--- src/rtl/halfduplex_ctrl.sv ---
// Half-duplex serial bus controller: shifts words out/in MSB first over one
// shared tristate wire, with a bus-release guard (TURN) after every transfer.
// Optional feature macro: HALFDUPLEX_PARITY_EN (even parity bit + rx_perr).
module halfduplex_ctrl #(
    parameter int unsigned DATA_W   = 8,
    parameter int unsigned TURN_CYC = 2
) (
    input  logic              clk,
    input  logic              rst,
    input  logic [DATA_W-1:0] tx_data,
    input  logic              tx_valid,
    output logic              tx_ready,
    input  logic              rx_req,
    input  logic              bus_in,
    output logic              bus_out,
    output logic              bus_oe,
    output logic [DATA_W-1:0] rx_data,
    output logic              rx_valid,
`ifdef HALFDUPLEX_PARITY_EN
    output logic              rx_perr,
`endif
    output logic              busy
);

`ifdef HALFDUPLEX_PARITY_EN
    localparam int unsigned NBITS  = DATA_W + 1;
`else
    localparam int unsigned NBITS  = DATA_W;
`endif
    localparam int unsigned CNT_W  = $clog2(DATA_W + 1);
    localparam int unsigned TCNT_W = (TURN_CYC < 2) ? 1 : $clog2(TURN_CYC + 1);

    typedef enum logic [1:0] {
        ST_IDLE,
        ST_TX,
        ST_RX,
        ST_TURN
    } state_t;

    state_t              state_q;
    logic [CNT_W-1:0]    bit_cnt_q;
    logic [TCNT_W-1:0]   turn_cnt_q;
    logic [NBITS-1:0]    tx_sr_q;
    logic [NBITS-2:0]    rx_sr_q;
    logic                bus_out_q;
    logic                bus_oe_q;
    logic [DATA_W-1:0]   rx_data_q;
    logic                rx_valid_q;
    logic                busy_q;
    logic                tx_ready_q;
`ifdef HALFDUPLEX_PARITY_EN
    logic                rx_perr_q;
`endif

    logic [NBITS-1:0]    tx_load_c;
    logic [NBITS-1:0]    rx_word_c;

    // Word to shift out (with trailing even-parity bit when enabled) and the
    // receive word completed by the bit currently on the wire.
    always_comb begin
`ifdef HALFDUPLEX_PARITY_EN
        tx_load_c = {tx_data, ^tx_data};
`else
        tx_load_c = tx_data;
`endif
        rx_word_c = {rx_sr_q, bus_in};
    end

    // Transfer FSM with all outputs registered.
    always_ff @(posedge clk) begin
        if (rst) begin
            state_q    <= ST_IDLE;
            bit_cnt_q  <= '0;
            turn_cnt_q <= '0;
            tx_sr_q    <= '0;
            rx_sr_q    <= '0;
            bus_out_q  <= 1'b0;
            bus_oe_q   <= 1'b0;
            rx_data_q  <= '0;
            rx_valid_q <= 1'b0;
            busy_q     <= 1'b0;
            tx_ready_q <= 1'b1;
`ifdef HALFDUPLEX_PARITY_EN
            rx_perr_q  <= 1'b0;
`endif
        end else begin
            rx_valid_q <= 1'b0;
            case (state_q)
                ST_IDLE: begin
                    bit_cnt_q  <= '0;
                    turn_cnt_q <= '0;
                    if (tx_valid) begin
                        state_q    <= ST_TX;
                        tx_sr_q    <= tx_load_c << 1;
                        bus_out_q  <= tx_load_c[NBITS-1];
                        bus_oe_q   <= 1'b1;
                        busy_q     <= 1'b1;
                        tx_ready_q <= 1'b0;
                    end else if (rx_req) begin
                        state_q    <= ST_RX;
                        rx_sr_q    <= '0;
                        busy_q     <= 1'b1;
                        tx_ready_q <= 1'b0;
                    end
                end
                ST_TX: begin
                    if (bit_cnt_q == CNT_W'(NBITS - 1)) begin
                        state_q    <= ST_TURN;
                        bus_oe_q   <= 1'b0;
                        bus_out_q  <= 1'b0;
                        bit_cnt_q  <= '0;
                        turn_cnt_q <= '0;
                    end else begin
                        bit_cnt_q  <= bit_cnt_q + CNT_W'(1);
                        bus_out_q  <= tx_sr_q[NBITS-1];
                        tx_sr_q    <= tx_sr_q << 1;
                    end
                end
                ST_RX: begin
                    rx_sr_q <= rx_word_c[NBITS-2:0];
                    if (bit_cnt_q == CNT_W'(NBITS - 1)) begin
                        state_q    <= ST_TURN;
                        rx_data_q  <= rx_word_c[NBITS-1 -: DATA_W];
                        rx_valid_q <= 1'b1;
`ifdef HALFDUPLEX_PARITY_EN
                        rx_perr_q  <= ^rx_word_c;
`endif
                        bit_cnt_q  <= '0;
                        turn_cnt_q <= '0;
                    end else begin
                        bit_cnt_q  <= bit_cnt_q + CNT_W'(1);
                    end
                end
                ST_TURN: begin
                    if (turn_cnt_q == TCNT_W'(TURN_CYC - 1)) begin
                        state_q    <= ST_IDLE;
                        turn_cnt_q <= '0;
                        busy_q     <= 1'b0;
                        tx_ready_q <= 1'b1;
                    end else begin
                        turn_cnt_q <= turn_cnt_q + TCNT_W'(1);
                    end
                end
                default: begin
                    state_q    <= ST_IDLE;
                    bus_oe_q   <= 1'b0;
                    bus_out_q  <= 1'b0;
                    busy_q     <= 1'b0;
                    tx_ready_q <= 1'b1;
                end
            endcase
        end
    end

    assign tx_ready = tx_ready_q;
    assign bus_out  = bus_out_q;
    assign bus_oe   = bus_oe_q;
    assign rx_data  = rx_data_q;
    assign rx_valid = rx_valid_q;
    assign busy     = busy_q;
`ifdef HALFDUPLEX_PARITY_EN
    assign rx_perr  = rx_perr_q;
`endif

endmodule

--- config.mk ---
export PLATFORM = sky130hd
export DESIGN_NAME = halfduplex_ctrl
export DESIGN_NICKNAME = d
export VERILOG_FILES = /design/src/rtl/halfduplex_ctrl.sv
export SDC_FILE = /design/constraint.sdc
export NUM_CORES = 1
export LEC_CHECK = 0
export ABC_AREA = 1
export CAP_MARGIN = 20
export CORE_MARGIN = 4
export CORE_UTILIZATION = 52
export DETAILED_ROUTE_END_ITERATION = 7
export GPL_ROUTABILITY_DRIVEN = 0
export PLACE_DENSITY = 0.76
export SLEW_MARGIN = 20
export SYNTH_ARGS = -nofsm -noshare
export SYNTH_HDL_FRONTEND = slang
export SYNTH_SLANG_ARGS = --single-unit
--- constraint.sdc ---
create_clock -name clk -period 1.7 [get_ports clk]
set_input_delay 0.34 -clock clk [delete_from_list [all_inputs] [get_ports clk]]
set_output_delay 0.34 -clock clk [all_outputs]
set_load 0.01 [all_outputs]
-- After elaboration in Yosys (flattened, before gate mapping)
Cells that the tools add are included.
- bitwise operators: 1
- multiplexer cells: 31
- $add $sub $neg: 2
- equal/unequal tests: 13
- reduce and logical (&&, ||, !) cells: 14
- operator list (kind ; number):
    8-bit 2-to-1 mux ; 2
    8-bit case mux with 2 select lines ; 1
    3-bit AND reduction ; 5
    7-bit 2-to-1 mux ; 2
    7-bit case mux with 2 select lines ; 1
    2-bit 2-to-1 mux ; 6
    2-bit inequality test (second input constant) ; 6
    2-bit case mux with 3 select lines ; 2
    1-bit 2-to-1 mux ; 11
    1-bit case mux with 2 select lines ; 4
    4-bit case mux with 2 select lines ; 1
    2-bit nonzero test ; 4
    4-bit by 1-bit adder with 4-bit output (second input constant) ; 1
    2-bit by 1-bit == test with 1-bit output (second input constant) ; 2
    2-bit == test (second input constant) ; 2
    4-bit by 3-bit == test with 1-bit output (second input constant) ; 1
    4-bit 2-to-1 mux ; 1
    2-bit AND reduction ; 2
    2-bit OR reduction ; 2
    3-bit inequality test (second input constant) ; 1
    2-bit by 1-bit adder with 2-bit output (second input constant) ; 1
    2-bit zero test ; 1
    2-bit by 1-bit inequality test with 1-bit output (second input constant) ; 1
    1-bit inverter ; 1
- flip-flop bits (word level): 36
- output and inout bits: 13
- input port bits: 13

-- Depth between registers and ports, before layout
Gate-level depths: netlist of run 1.
- word-level depth: 4
- mapped depth: 9

-- Worst setup path before layout of run 1
Ideal clock, no wire load.
- path type: register to register
- start point: register state_q[0]
- end point: register rx_sr_q[6]
- clock period less this slack: 1.300 ns
- cell stages (with the launch flop): 9
- data required time: 1.583 ns
- data arrival time: 1.182 ns
- path slack: 0.400 ns
- setup time: 0.117 ns
- path through: dfxtp_1 > inv_1 > ha_1 > nand2_1 > inv_1 > nand2_1 > nand2_1 > o21ai_0 > nor2_1
- cells in the longest elaborated chain, start to end: 3
- elaborated cells between the ends (all ways): 7
- ends and longest elaborated chain (what ; line ; text):
    from (decl) ; 40 ; state_t state_q;
    from (signal assigned) ; 72 ; state_q <= ST_IDLE;
    from (signal assigned) ; 93 ; state_q <= ST_TX;
    from (signal assigned) ; 100 ; state_q <= ST_RX;
    2-bit == test / 2-bit zero test (equally long branches) ; 88 ; case (state_q)
    2-bit nonzero test (no line) / 2-bit inequality test (equally long branches) ; -- ;
    3-bit AND reduction (no line) ; -- ;
    to (signal assigned) ; 120 ; rx_sr_q <= rx_word_c[NBITS-2:0];
    to (decl) ; 44 ; logic [NBITS-2:0] rx_sr_q;
Parallel ways exist; a longest one is shown, timed or not.
A chain may end at the register's enable or synchronous reset.

-- Worst setup path in the final report of run 1
- start point: register rx_data_q[7] (netlist: rx_data[7])
- end point: output rx_data[7]
- RTL lines (what ; line ; text):
    from (decl) ; 47 ; logic [DATA_W-1:0] rx_data_q;
    from (signal assigned) ; 123 ; rx_data_q <= rx_word_c[NBITS-1 -: DATA_W];
    to (decl) ; 17 ; output logic [DATA_W-1:0] rx_data,
No word-level cell between the ends.

==> results of run 1 <==
-- sequential cells by signal, summed over array words and instances (netlist names) --
name        count
bit_cnt_q       4
bus_oe          1
bus_out         1
busy            1
rx_data         8
rx_sr_q         7
rx_valid        1
state_q         2
turn_cnt_q      2
tx_ready        1
tx_sr_q         7
-- timing repair --
action,4_1_cts,5_1_grt
hold buffers,0,0
endpoints found under the setup margin,0,4
gates resized for setup,0,3
-- worst paths after layout --
check                 from       endpoint  cells past startpoint
max             rx_data[7]     rx_data[7]                      1
min          turn_cnt_q[1]  turn_cnt_q[1]                      2
max reg2reg   bit_cnt_q[0]     rx_data[2]                      6
min reg2reg  turn_cnt_q[1]  turn_cnt_q[1]                      2
-- power breakdown --
part / internal, mW / switching, mW / total, mW
Clock: 0.347 / 0.285 / 0.633
Sequential: 1.01 / 0.113 / 1.12
Combinational: 0.437 / 0.636 / 1.07
Total: 1.79 / 1.03 / 2.83
-- cell type report --
| class | instances | area, µm² |
|---|---|---|
| clock buffer | 6 | 51.30 |
| clock inverter | 2 | 35.03 |
| fill | 255 | 853.3 |
| inverter | 22 | 82.58 |
| multi-input combinational | 158 | 809.5 |
| sequential | 35 | 701.9 |
| tap | 31 | 38.79 |
| timing repair buffer | 29 | 280.3 |
-- stage by stage --
stage	power [mW]	util, %	setup slack, ns	area, µm²	std cells
2_1_floorplan	1.931	-	0.4005	1615	220
3_3_place_gp	2.192	67.02	0.09372	1912	275
3_5_place_dp	2.200	67.02	0.06433	1912	275
4_1_cts	2.835	70.04	0.1013	1998	283
5_1_grt	3.068	70.09	0.005578	1999	283
6_report	2.828	70.09	0.1126	1999	283
-- cells by family (layout without fill, tap and decap cells) --
| logic type | count (synthesis) | after routing | share of synthesized area, % |
|---|---|---|---|
| buf+inv | 27 | 59 | 6.507 |
| xor+xnor | 2 | 2 | 1.085 |
| simple gates | 115 | 115 | 32.30 |
| flops | 35 | 35 | 43.38 |
| compound gates | 36 | 36 | 12.86 |
| fa+ha+maj | 5 | 5 | 3.873 |
-- layer usage --
metal	vias up	global-route usage, %	routed length [µm]
li1	765	-	-
met1	608	24.70	1677
met2	25	28.16	1400
met3	6	7.005	180
met4	0	6.469	61
met5	-	0	0
-- cells in the final DEF, fill, tap and decap left out, drive strengths merged --
cell	instances
clkinv	1
nor3	1
dfxtp	35
a21oi	17
nand2	57
nand4	2
inv	22
nor2	34
a21boi	1
nand3b	6
xor2	2
o21ai	17
clkbuf	6
o21a	1
bufinv	1
clkdlybuf4s50	25
buf	4
ha	5
nand3	15
==> results.md, run 1 <==
- Via-to-Cell Ratio: 4.961
- Mean Syn Cell Area: 7.342 µm²
- Yosys reg bits: 35
- Top cells by count, synth: 53 x nand2_1, 35 x dfxtp_1, 32 x nor2_1, 19 x inv_1, 17 x o21ai_0
- Period utilization: 93.38%
- Hold Path Class: reg2reg
- Routed WL per cell: 11.73 µm
- Routed Antenna Nets: 0
- Least-Margin Pin Slew: 0.3467 ns
- CP max stage cell: clkdlybuf4s50_1
- Die Area: 0.004062 mm²
- Dpl hpwl: 2.353 mm
- Nature of the critical path endpoint: output port
- 1st-iter DRT viols: 81
- Cts bufs inserted: 5
- Setup tns final: 0 ns
- DR vias: 1404
- Library cells used by synthesis: 23
- Die Width: 63.74 µm
- WS Path Type: reg2out
- Global-route wire length before repair: 6.051 mm
- Layout area overhead: 23.78%
- Pin count of the biggest net entering global routing: 14
- Top cell type's share of synthesized area: 43.38%
- Port buffer count: 25
- Critical path arrival: 1.25 ns
- EDFF count, synth: 0
- CP Max Fanout: 2
- Diode count: 0
- Final setup viols: 0
- Final wirelength: 3.319 mm
- Max Slew Vio Count: 0
- Total track usage: 18.72%
- CTS tree: done
- CP Launch Type: flop
- Layout Nets: 269
- Initial Utilization: 56.62%
- Slew HR: 76.89%
- Critical Path RT: 1.36 ns
- Clock tree buffer depth: 2
- Final Hold Viols: 0
- Max VDD drop: 0.0008498 V
- Initial antenna violation count: 0
- Most frequent cell after synthesis: nand2_1
- Congestion Overflow GR: 0
- Synth area leader: dfxtp_1
- Drt pass-1 iters: 4
- Setup bufs post-CTS: 0
- Fmax: 0.6300 GHz
- Layout cell share with drive strength beyond 1: 9.921%
- Setup Skew: 0.006887 ns
- Vias in the first global route: 1327
- R2r setup slk: 0.16 ns
- Power per cell area: 1414 mW/mm²
- Worst skew pair latency: 0.35 ns
- Final hold slack: 0.4651 ns
- Leak: 0.9072 nW
- Synth top area cells: dfxtp_1 43%, nand2_1 12%, nor2_1 7.4%
- CORE AREA: 0.002853 mm²
- Largest delay share family, worst path: buffers and inverters
- Warnings, synthesis: 0
- Post-synthesis sequential area ratio: 43.38%
- Clock Sinks: 35
- Net Count, Synth: 238
- H-tree Lvls: 2
- Dominant synthesized flop cell: dfxtp_1
- Post-synthesis cell count: 220
- Post-route minimum period: 1.587 ns
- Io pins: 26
- Critical-path cell list: clkdlybuf4s50_1
- Drt drc: 0
- DIE HEIGHT: 63.74 µm
- Synthesized area: 0.001615 mm²
- CTS root buf: clkbuf_4
- Row count: 19
- Worst path buffer plus inverter count: 1
- RSZ-0062 raised after global routing: no
- Clock transition at path regs: 0.11 ns
- Status: completed
- Crit-path max cell delay: 0.54 ns
- Max cap viols: 0
- FFs w/ async S/R, synth: 0%
(Power assumes the default switching activity.)
==> inputs of run 2 (changes only) <==
--- a/config.mk
+++ b/config.mk
@@ -8,10 +8,10 @@
 export ABC_AREA = 1
 export CAP_MARGIN = 20
 export CORE_MARGIN = 4
-export CORE_UTILIZATION = 52
+export CORE_UTILIZATION = 56
 export DETAILED_ROUTE_END_ITERATION = 7
 export GPL_ROUTABILITY_DRIVEN = 0
-export PLACE_DENSITY = 0.76
+export PLACE_DENSITY = 0.89
 export SLEW_MARGIN = 20
 export SYNTH_ARGS = -nofsm -noshare
 export SYNTH_HDL_FRONTEND = slang
==> constraint.sdc (replaced) <==
create_clock -name clk -period 2 [get_ports clk]
set_input_delay 0.4 -clock clk [delete_from_list [all_inputs] [get_ports clk]]
set_output_delay 0.4 -clock clk [all_outputs]
set_load 0.01 [all_outputs]
==> run 2 against run 1 <==
Largest cell class unchanged. Clock-buffer cell count did not move. Sequential power fell by 15%. Core utilization up 0.65 points. Highest routed layer unchanged.
==> results.md, run 2 (synthesis results as in run 1) <==
- Initial Utilization: 58.58% (+2.0 points)
- Initial antenna violation count: 0 (unchanged)
- Nature of the critical path endpoint: output port
- R2r setup slk: 0.44 ns (+0.28 ns)
- FF-to-FF path depth: 8 (+2)
- Final wirelength: 3.343 mm (+0.72%)
- Fill count: 227 (-11%)
- Worst skew pair latency: 0.35 ns (about the same)
- Layout cell share with drive strength beyond 1: 8.400% (-1.5 points)
- Vias in the first global route: 1332 (+0.38%)
- H-tree Lvls: 2 (unchanged)
- Placement-stage worst setup slack: 0.2670 ns (+0.2026 ns)
- Status: completed
- Routed Antenna Nets: 0 (unchanged)
- Slew HR: 65.63% (-11 points)
- Max VDD drop: 0.0008591 V (+1.1%)
- Critical-path cell list: clkdlybuf4s50_1
- Leak: 0.8775 nW (-3.3%)
- Pin count of the biggest net entering global routing: 19 (+5)
- Die Area: 0.003808 mm² (-6.3%)
- CTS tree: done
- DIE HEIGHT: 61.71 µm (-3.2%)
- Post-route minimum period: 1.645 ns
- Worst path buffer plus inverter count: 1 (unchanged)
- DR vias: 1441 (+2.6%)
- Global-route wire length before repair: 5.630 mm (-7.0%)
- 1st-iter DRT viols: 66 (-19%)
- Max cap viols: 0 (unchanged)
- Final WS setup: 0.3545 ns (+0.2419 ns)
- Power per cell area: 1148 mW/mm² (-19%)
- Max Slew Vio Count: 0 (unchanged)
- Least-Margin Pin Slew: 0.5156 ns (+0.1689 ns)
- Congestion Overflow GR: 0 (unchanged)
- CP Max Fanout: 2 (unchanged)
- Clock transition at path regs: 0.10 ns (about the same)
- Cts bufs inserted: 5 (unchanged)
- Hold EP: bus_oe
- Setup Skew: 0.005875 ns (-0.001013 ns)
- Via-to-Cell Ratio: 5.128 (+3.4%)
- FF-to-FF End: rx_sr_q[0]
- Largest delay share family, worst path: buffers and inverters
- CORE AREA: 0.002758 mm² (-3.3%)
- Clock tree buffer depth: 2 (unchanged)
- Row count: 19 (unchanged)
- Setup bufs post-CTS: 0 (unchanged)
- Io pins: 26 (unchanged)
- Post-cts gate resize count: 0 (unchanged)
- Die Width: 61.71 µm (-3.2%)
- Placed Cells: 273 (-0.73%)
- Hold path depth: 2 (unchanged)
- Diode count: 0 (unchanged)
- Setup tns final: 0 ns (unchanged)
- Number of flip-flops in the largest register: 8 (unchanged)
- Crit-path max cell delay: 0.54 ns (about the same)
- Routed WL per cell: 11.90 µm (+1.4%)
- Drt pass-1 iters: 4 (unchanged)
- Commonest non-fill, non-tap cells in the layout: 53 x nand2_1, 35 x dfxtp_1, 32 x nor2_1, 25 x clkdlybuf4s50_1, 19 x inv_1
- Final Hold Viols: 0 (unchanged)
- Commonest non-fill, non-tap cell in the layout: nand2_1
- CP Launch Type: flop
- Drt drc: 0 (unchanged)
- Critical Path RT: 1.60 ns (+0.24 ns)
- Layout Nets: 267 (-0.74%)
- WS Path Type: reg2out
- Port buffer count: 25 (unchanged)
- Dpl hpwl: 2.395 mm (+1.8%)
- Final setup viols: 0 (unchanged)
- Period utilization: 82.27%
- CTS root buf: clkbuf_4
- Layout area overhead: 20.76%
- # hold bufs at CTS: 0 (unchanged)
- FF-to-FF Start: state_q[0]
- Min-delay src: bus_oe
- Area of the multi-input gates: 809.5 µm² (unchanged)
- Critical path arrival: 1.25 ns (about the same)
- RSZ-0062 raised after global routing: no
- Non-Filler Instances: 281 (-0.71%)
- Clock Sinks: 35 (unchanged)
- Fmax: 0.6077 GHz
- CP max stage cell: clkdlybuf4s50_1
- Seq. cell area: 700.7 µm² (-0.18%)
- Total track usage: 20.04% (+1.3 points)
- Hold Path Class: reg2reg
==> run 2: stage by stage <==
stage / instance area [µm²] / utilization, % / total power [mW] / hold slack [ns]
final: 1951 / 70.74 / 2.238 / 0.4668
after global routing: 1951 / 70.74 / 2.424 / 0.4927
after CTS: 1951 / 70.74 / 2.242 / 0.4657
after detailed placement: 1897 / 68.78 / 1.868 / 0.4498
after global placement: 1897 / 68.78 / 1.843 / 0.4435
after floorplan: 1615 / - / 1.642 / 0.4293
==> run 2: how the worst max path moves through the flow <==
stage,from,end,slack (ns),depth (start not counted)
6_report,rx_data[7],rx_data[7],0.35,1
5_1_grt,state_q[1],tx_sr_q[6],0.19,8
2_1_floorplan,state_q[0],rx_sr_q[6],0.70,8
4_1_cts,rx_data[2],rx_data[2],0.33,1
3_3_place_gp,rst,rx_data[1],0.33,5
3_5_place_dp,tx_valid,rx_sr_q[0],0.27,8
==> run 2: layout make-up <==
cell class,count,area share [%]
clock buffer,6,2.117
timing repair buffer,27,13.60
tap,31,1.988
inverter,22,4.233
multi-input combinational,158,41.50
sequential,35,35.92
clock inverter,2,0.6414
==> run 2: power breakdown <==
part	switching (mW)	leakage (nW)	internal (mW)
combinational	0.548	0.563	0.361
clock	0.238	0.0282	0.135
sequential	0.0982	0.287	0.857
==> run 2: worst register-to-register path: stages, from the launching register on <==
cell and delay (ns):
dfxtp_1 0.40, inv_1 0.09, ha_1 0.29, nand2_1 0.14, inv_1 0.09, nand2_1 0.06, nand2_1 0.14, o21ai_0 0.20
nor2_1 0.06
==> run 2: per-layer routing <==
| metal | track usage, % | part of all wire (%) | up-vias |
|---|---|---|---|
| met2 | 32.59 | 44 | 36 |
| met5 | 0 | 0 | - |
| met3 | 4.339 | 5.3 | 9 |
| li1 | - | - | 767 |
| met1 | 24.30 | 48 | 629 |
| met4 | 11.82 | 2.9 | 0 |
